**src/rtl/prio_int_ctrl.sv**
```systemverilog
// Vectored N-channel priority interrupt controller with per-channel edge/level mode,
// nested in-service tracking and an offer/ack handshake towards the PC source mux.
module prio_int_ctrl #(
  parameter int unsigned         N_CH      = 8,
  parameter int unsigned         A_WIDTH   = 8,
  parameter logic [A_WIDTH-1:0]  VEC_BASE  = 8'hE0,
  parameter int unsigned         VEC_STEP  = 2,
  parameter logic [N_CH-1:0]     EDGE_MASK = {N_CH{1'b1}}
) (
  input  logic               g_clk,
  input  logic               g_clr,
  input  logic [N_CH-1:0]    int_req,
  input  logic               mask_ld,
  input  logic [N_CH-1:0]    mask_in,
  input  logic               ien,
  input  logic               int_ack,
  input  logic               int_done,
  output logic               i_pending,
  output logic [A_WIDTH-1:0] int_vec,
  output logic [N_CH-1:0]    isr_out,
  output logic               spur_ack
);

  localparam int unsigned CW = (N_CH > 1) ? $clog2(N_CH) : 1;

  typedef enum logic [1:0] {StIdle, StOffer, StAcked} state_e;

  state_e             state_q, state_d;
  logic [N_CH-1:0]    req_q, req_prev_q;
  logic [N_CH-1:0]    pend_q, pend_d;
  logic [N_CH-1:0]    mask_q, mask_d;
  logic [N_CH-1:0]    isr_q, isr_d;
  logic [CW-1:0]      ch_q, ch_d;
  logic               pending_q, pending_d;
  logic [A_WIDTH-1:0] vec_q, vec_d;
  logic               spur_q, spur_d;

  logic [N_CH-1:0]    allow, eligible, rise, isr_low, ack_set, ack_mask;
  logic               any_elig, ack_take, seen;
  logic [CW-1:0]      win_idx;
  logic [31:0]        step_off;
  logic [A_WIDTH-1:0] win_vec;

  // A channel may only preempt if it outranks every channel currently in service.
  always_comb begin
    seen  = 1'b0;
    allow = '0;
    for (int i = 0; i < int'(N_CH); i++) begin
      seen     = seen | isr_q[i];
      allow[i] = ~seen;
    end
  end

  assign eligible = pend_q & mask_q & allow;
  assign any_elig = |eligible;

  always_comb begin
    win_idx = '0;
    for (int i = int'(N_CH) - 1; i >= 0; i--) begin
      if (eligible[i]) win_idx = CW'(i);
    end
  end

  assign step_off = 32'(win_idx) * VEC_STEP;
  assign win_vec  = VEC_BASE + A_WIDTH'(step_off);

  assign rise     = req_q & ~req_prev_q;
  assign isr_low  = isr_q & (~isr_q + N_CH'(1));
  assign ack_set  = N_CH'(1) << ch_q;
  assign ack_mask = ack_take ? ack_set : '0;

  always_comb begin
    state_d   = state_q;
    pending_d = pending_q;
    vec_d     = vec_q;
    ch_d      = ch_q;
    ack_take  = 1'b0;
    unique case (state_q)
      StIdle: begin
        if (ien && any_elig) begin
          state_d   = StOffer;
          ch_d      = win_idx;
          vec_d     = win_vec;
          pending_d = 1'b1;
        end
      end
      StOffer: begin
        // Ack wins over a simultaneous withdrawal condition.
        if (int_ack) begin
          ack_take  = 1'b1;
          state_d   = StAcked;
          pending_d = 1'b0;
        end else if (!ien || !mask_q[ch_q] || !pend_q[ch_q]) begin
          state_d   = StIdle;
          pending_d = 1'b0;
        end
      end
      StAcked: state_d = StIdle;
      default: state_d = StIdle;
    endcase
  end

  // Level channels track the registered request; edge channels latch rises until acked.
  assign pend_d = (EDGE_MASK & ((pend_q & ~ack_mask) | rise)) | (~EDGE_MASK & req_q);
  assign isr_d  = (int_done ? (isr_q & ~isr_low) : isr_q) | ack_mask;
  assign mask_d = mask_ld ? mask_in : mask_q;
  assign spur_d = int_ack && (state_q != StOffer);

  always_ff @(posedge g_clk or negedge g_clr) begin
    if (!g_clr) begin
      state_q    <= StIdle;
      req_q      <= '0;
      req_prev_q <= '0;
      pend_q     <= '0;
      mask_q     <= '0;
      isr_q      <= '0;
      ch_q       <= '0;
      pending_q  <= 1'b0;
      vec_q      <= '0;
      spur_q     <= 1'b0;
    end else begin
      state_q    <= state_d;
      req_q      <= int_req;
      req_prev_q <= req_q;
      pend_q     <= pend_d;
      mask_q     <= mask_d;
      isr_q      <= isr_d;
      ch_q       <= ch_d;
      pending_q  <= pending_d;
      vec_q      <= vec_d;
      spur_q     <= spur_d;
    end
  end

  assign i_pending = pending_q;
  assign int_vec   = vec_q;
  assign isr_out   = isr_q;
  assign spur_ack  = spur_q;

endmodule
```
**config.mk**
```make
export PLATFORM = sky130hd
export DESIGN_NAME = prio_int_ctrl
export DESIGN_NICKNAME = d
export VERILOG_FILES = /design/src/rtl/prio_int_ctrl.sv
export SDC_FILE = /design/constraint.sdc
export NUM_CORES = 1
export LEC_CHECK = 0
export CAP_MARGIN = 20
export CORE_MARGIN = 3
export CORE_UTILIZATION = 57
export CTS_BUF_LIST = sky130_fd_sc_hd__clkbuf_4 sky130_fd_sc_hd__clkbuf_8
export CTS_CLUSTER_DIAMETER = 200
export DETAILED_ROUTE_END_ITERATION = 10
export GPL_TIMING_DRIVEN = 0
export HOLD_SLACK_MARGIN = 0.03
export PLACE_DENSITY = 0.87
export SLEW_MARGIN = 10
export SYNTH_ARGS = -nofsm -noshare
export SYNTH_HDL_FRONTEND = slang
export SYNTH_SLANG_ARGS = --single-unit
```
**constraint.sdc**
```tcl
create_clock -name g_clk -period 3 [get_ports g_clk]
set_clock_uncertainty 0.1 [all_clocks]
set_input_delay 0.9 -clock g_clk [delete_from_list [all_inputs] [get_ports g_clk]]
set_output_delay 0.9 -clock g_clk [all_outputs]
set_load 0.005 [all_outputs]
```
; ---- Word-level counts from Yosys, hierarchy flattened
; Cells that the tools add are included.
[totals]
regBits = 55
input_bits = 22
output_inout_bits = 18
elab_cells = 82
[classes]
shift = 1
n_eq_ne = 4
muxes = 24
n_reduce_logical = 13
add_sub_neg = 2
n_bitwise = 27
order_cmp = 1
[ops]
columns = cell, count
row1 = 8-bit AND, 6
row2 = 8-bit NOT, 4
row3 = 3-bit 2-to-1 mux, 8
row4 = 8-bit 2-to-1 mux, 2
row5 = 8-bit bitwise OR, 2
row6 = 8-bit by 1-bit adder with 8-bit output (second input constant), 1
row7 = 1-bit NOT, 8
row8 = 8-bit OR reduction, 1
row9 = 1-bit by 3-bit left shift with 8-bit output (first input constant), 1
row10 = 6-bit by 5-bit adder with 7-bit output (first input constant), 1
row11 = 1-bit 2-to-1 mux, 7
row12 = 1-bit bitwise OR, 7
row13 = 1-bit binary-select mux with 3-bit select, 2
row14 = 2-bit 2-to-1 mux, 3
row15 = 3-bit by 4-bit < comparator with 1-bit output (second input constant), 1
row16 = 2-bit one-hot mux with 2 select lines, 1
row17 = 2-bit AND reduction, 2
row18 = 1-bit zero test, 3
row19 = 3-bit != test (second input constant), 1
row20 = 3-bit AND reduction, 1
row21 = 2-bit by 1-bit == test with 1-bit output (second input constant), 1
row22 = 1-bit logical AND, 2
row23 = 2-bit zero test, 1
row24 = 1-bit logical OR, 2
row25 = 4 further kinds, 4

; ---- Logic depth before layout (Yosys ltp)
[depth]
ltp_word = 18
ltp_mapped = 6
depth_no_buf = 5

; ---- Least setup slack after synthesis
; OpenSTA, ideal clock, no wires.
[synth_path]
kind = reg2reg
start = reg isr_q[0], in the netlist isr_out[0]
end = reg ch_q[0]
setup_time_ps = 125
n_path_buf = 0
arrival_ps = 1758
t_required_ps = 2775
period_less_slack_ps = 1984
stages_incl_launch_ff = 6
setup_slack_ps = 1016
path_cell_list = dfrtp_1 or4_1 a211oi_2 nor2_1 a31oi_4 mux2_4
[synth_between]
elab_chain_len = 17
elab_cells_between_ends = 27
classes_between = 8 x mux / 16 x bitwise / 3 x reduce/logical
[synth_rtl]
columns = element, line_no
row1 = start: declaration, 32  ; logic [N_CH-1:0] isr_q, isr_d;
row2 = start signal: assignment, 127  ; isr_q <= isr_d;
row3 = 1-bit bitwise OR (7 in series), 49  ; seen = seen | isr_q[i];
row4 = 1-bit NOT, 50  ; allow[i] = ~seen;
row5 = 8-bit AND *, 54  ; assign eligible = pend_q & mask_q & allow;
row6 = 3-bit 2-to-1 mux (8 in series), 60  ; if (eligible[i]) win_idx = CW'(i);
row7 = end signal: assignment, 128  ; ch_q <= ch_d;
row8 = end: declaration, 33  ; logic [CW-1:0] ch_q, ch_d;
; Mark *: on every way between the ends. The rest lies on a longest branch, timed or not.
; A chain may end at the register's enable or synchronous reset.

; ---- Final worst setup path
[layout_path]
start = reg isr_q[0], in the netlist isr_out[0]
end = out isr_out[0]
[layout_rtl]
columns = element, line_no
row1 = end: declaration, 20  ; output logic [N_CH-1:0] isr_out,
; No word-level cell between the ends.

==> results.txt <==
----------------------------------------------------
[Logic synthesis]
  Post-synthesis sequential element count ... 48
  Simple-gate share of the synthesized area ... 0.177
  Per-instance average area after synthesis ... 11.2 um2
  Ys flop type ... dfrtp_1
  Fraction of the mapped netlist area in adder cells ... 0
  Mapped cell area ... 0.00198 mm2
  Synth cell types ... 39
  Fraction of synthesized area in multiplexers ... 0.0532
  Async S/R FF share, synth ... 1.00
  Compound-Gate Fraction of Synth Area ... 0.120
  Main combinational cell family by area after synthesis ... simple AND/OR/NAND/NOR gates
  Count of mapped cells out of synthesis ... 176
  Post-synthesis sequential area ratio ... 0.608
  Yosys warning count ... 0
  Synthesized-area fraction occupied by xor and xnor cells ... 0
  Count of flip-flops with a built-in enable after synthesis ... 0

[Critical path]
  Terminus of the critical flop-to-flop path ... ch_q[0]$_DFFE_PN0P_
  Slowest library cell on the worst path ... clkdlybuf4s50_1
  FF-to-FF path depth ... 4
  CP Capture Type ... output port
  Highest cell delay on the worst timing path ... between 500 and 600 ps
  Arrival time of data at the critical path endpoint ... 1410 ps
  Worst Path Buf+Inv ... 1
  Worst-path cell chain ... clkdlybuf4s50_1
  Reg-to-reg critical path startpoint ... isr_out[0]$_DFF_PN0_
  Top cell family by delay on the critical path ... buffers and inverters
  Startpoint type of the worst setup path ... flip-flop
  Setup slack, reg-to-reg ... between 800 and 900 ps
  Maximum fanout along the worst path ... 8
  Data required time at the worst endpoint ... 2000 ps
  Crit Path Class ... reg2out

[Detailed routing]
  Drt pass-1 iters ... 4
  Number of violations reported at the end of detailed-routing iteration 0 ... 85
  Average wire per standard cell ... 15.1 um
  Total routed wirelength ... around 4000 um
  Antenna-violating nets left ... 0
  Via density per instance ... approximately 5.6
  Drc violations ... 0
  Detailed-route via count ... 1486

[Global route]
  Vias in the first global route ... 1492
  Final global-route overflow total ... 0
  Wire length of the first global-routing pass ... between 6000 and 7000 um
  Largest net degree at the start of global routing ... 30
  Total global-route track usage ... 0.210
  Antenna violations before repair ... 0

[Timing]
  Relative slew margins ... 0.582
  Number of max-slew violations in the final report ... 0
  PnR worst setup slack ... 590 ps
  Max Freq ... 0.415 GHz
  Unrepaired setup endpoints after global routing ... no
  Share of the cycle needed by the critical path after routing ... 0.803
  Final critical delay including setup and external delays ... 2410 ps
  Number of failing hold endpoints at the final stage ... 0
  Total Negative Setup Slacks ... 0 ps
  Final count of negative-setup-slack endpoints ... 0
  Worst Tran Pin Value ... approximately 620 ps

[Clock network]
  Total clock sinks ... 48
  Clock latency of the later-clocked register in the worst-skew pair ... 350 ps
  Maximum root-to-sink buffer count ... 2
  CTS tree ... built
  Clock transition time at the flip-flop clock pins of the worst setup and hold paths ... ~120 ps
  Total setup buffers inserted after CTS ... 0
  Deepest level of the CTS H-tree ... 2
  CTS Hold Bufs ... 0
  Inserted Clock Buffers ... 5
  Resized Gates After CTS ... 0
  Clk Tree Root Cell ... clkbuf_4

[Layout]
  Filler Cell Count ... 213
  Commonest cells after routing, fill and taps aside ... dfrtp_1, clkdlybuf4s50_1, nand2_1
  Final cell count without fillers ... ~270
  Number of antenna diodes ... 0
  Most common library cell in the layout ignoring fill and taps ... dfrtp_1
  Final nets ... 243
  Fraction of layout cells with a size suffix above 1 ... 0.118
  Layout-stage area growth over the synthesis result ... 24.5%
  Utilization after layout ... 0.774
  Total non-filler cell area in the finished layout ... 0.00246 mm2

[Floorplan]
  Horizontal die dimension ... 64.9 um
  Initial standard-cell utilization of the core ... 0.622
  Die Y-Extent ... between 60 and 70 um
  Std-Cell Core Area ... ~0.0032 mm2
  Num rows ... 20
  Die Area ... 0.00421 mm2
  Num ports ... 40

[Power and ir drop]
  Leakage Power ... 1.13 nW
  Power per cell area ... 694 mW/mm2
  Worst vdd rail ir drop ... 396 uV

[Placement]
  Pre-CTS setup slack ... 459 ps
  Number of cells in the design after placement ... 258
  Area of placed instances ... 0.00241 mm2
  Number of buffer cells added on primary ports ... 36
  Global placement routability congestion ... between 0.9 and 1
  Post-detail-place hpwl ... 3140 um

[Min path]
  Cells on Worst Hold Path ... 0
  Hold endpoint ... req_prev_q[7]$_DFF_PN0_
  Hold path start ... req_q[7]$_DFF_PN0_
  Type of the worst min-delay path ... reg2reg

[Flow run]
  Maximum capacitance violations ... 0

[Run status]
  Run status ... completed

----------------------------------------------------
==> layer usage <==
layer	GRT usage	wire (um)	share of wire	vias up
li1	-	-	-	705
met1	0.254	1590	0.40	719
met2	0.375	2080	0.52	53
met3	0.0433	264	0.066	9
met4	0.0633	61	0.015	0
met5	0	0	0	-
==> worst max-delay path by stage <==
stage                    startpoint                     to  slack (ps)  depth (start not counted)
2_1_floorplan  isr_out[0]$_DFF_PN0_    ch_q[0]$_DFFE_PN0P_        1020                          5
3_3_place_gp                  g_clr     req_q[5]$_DFF_PN0_        -240                          1
3_5_place_dp                int_ack  i_pending$_DFFE_PN0P_         460                          6
4_1_cts        isr_out[0]$_DFF_PN0_             isr_out[0]         590                          1
5_1_grt        isr_out[0]$_DFF_PN0_             isr_out[0]         510                          1
6_report       isr_out[0]$_DFF_PN0_             isr_out[0]         590                          1
==> stage by stage <==
stage | hold WS, ps | total power [W]
after CTS | 291 | 0.00171
after floorplan | 254 | 0.00119
after global placement | 259 | 0.00141
final | 291 | 0.00171
after detailed placement | 264 | 0.00144
after global routing | 302 | 0.00182
==> final cells by class <==
cell class	instances	area, um2	share of cell area
Tap cell	44	55.1	0.0224
Inverter	10	37.5	0.0153
Clock inverter	2	12.5	0.00509
Sequential cell	48	1200	0.488
Multi-Input combinational cell	112	699	0.284
Buffer	7	41.3	0.0168
Timing Repair Buffer	37	375	0.153
Clock buffer	5	37.5	0.0153
==> power by group <==
group          leakage, nW  internal [W]  switching [W]
logic                0.542      0.000292       0.000288
registers            0.557      0.000749       0.000107
clock network       0.0271     0.0000857       0.000185
total                 1.13       0.00113       0.000580
==> flip-flops by register name, summed over array words and instances, names as in the netlist, 2 cells and up <==
signal      flops
req_prev_q      8
mask_q          8
int_vec         2
ch_q            2
req_q           8
isr_out         8
state_q         2
pend_q          8
==> synthesized netlist by cell type, types with 3 or more instances <==
| library cell | n | area share |
|---|---|---|
| nor2_1 | 7 | 0.013 |
| buf_4 | 4 | 0.015 |
| nand3_1 | 4 | 0.010 |
| nand2_1 | 32 | 0.061 |
| a22o_1 | 4 | 0.018 |
| mux2_2 | 8 | 0.046 |
| nand4_1 | 3 | 0.0095 |
| dfrtp_1 | 48 | 0.61 |
| nand3b_1 | 5 | 0.019 |
| o21ai_0 | 10 | 0.025 |
| inv_1 | 10 | 0.019 |
| nor2b_1 | 4 | 0.013 |
| clkbuf_1 | 3 | 0.0057 |
==> cells by family after synthesis <==
kind of cell	count (synthesis)
AND/OR/NAND/NOR	69
other	1
buffers and inverters	17
multiplexers	9
flip-flops	48
AO/OA/AOI/OAI	32
Note: power is estimated with default switching activity, not from simulation.
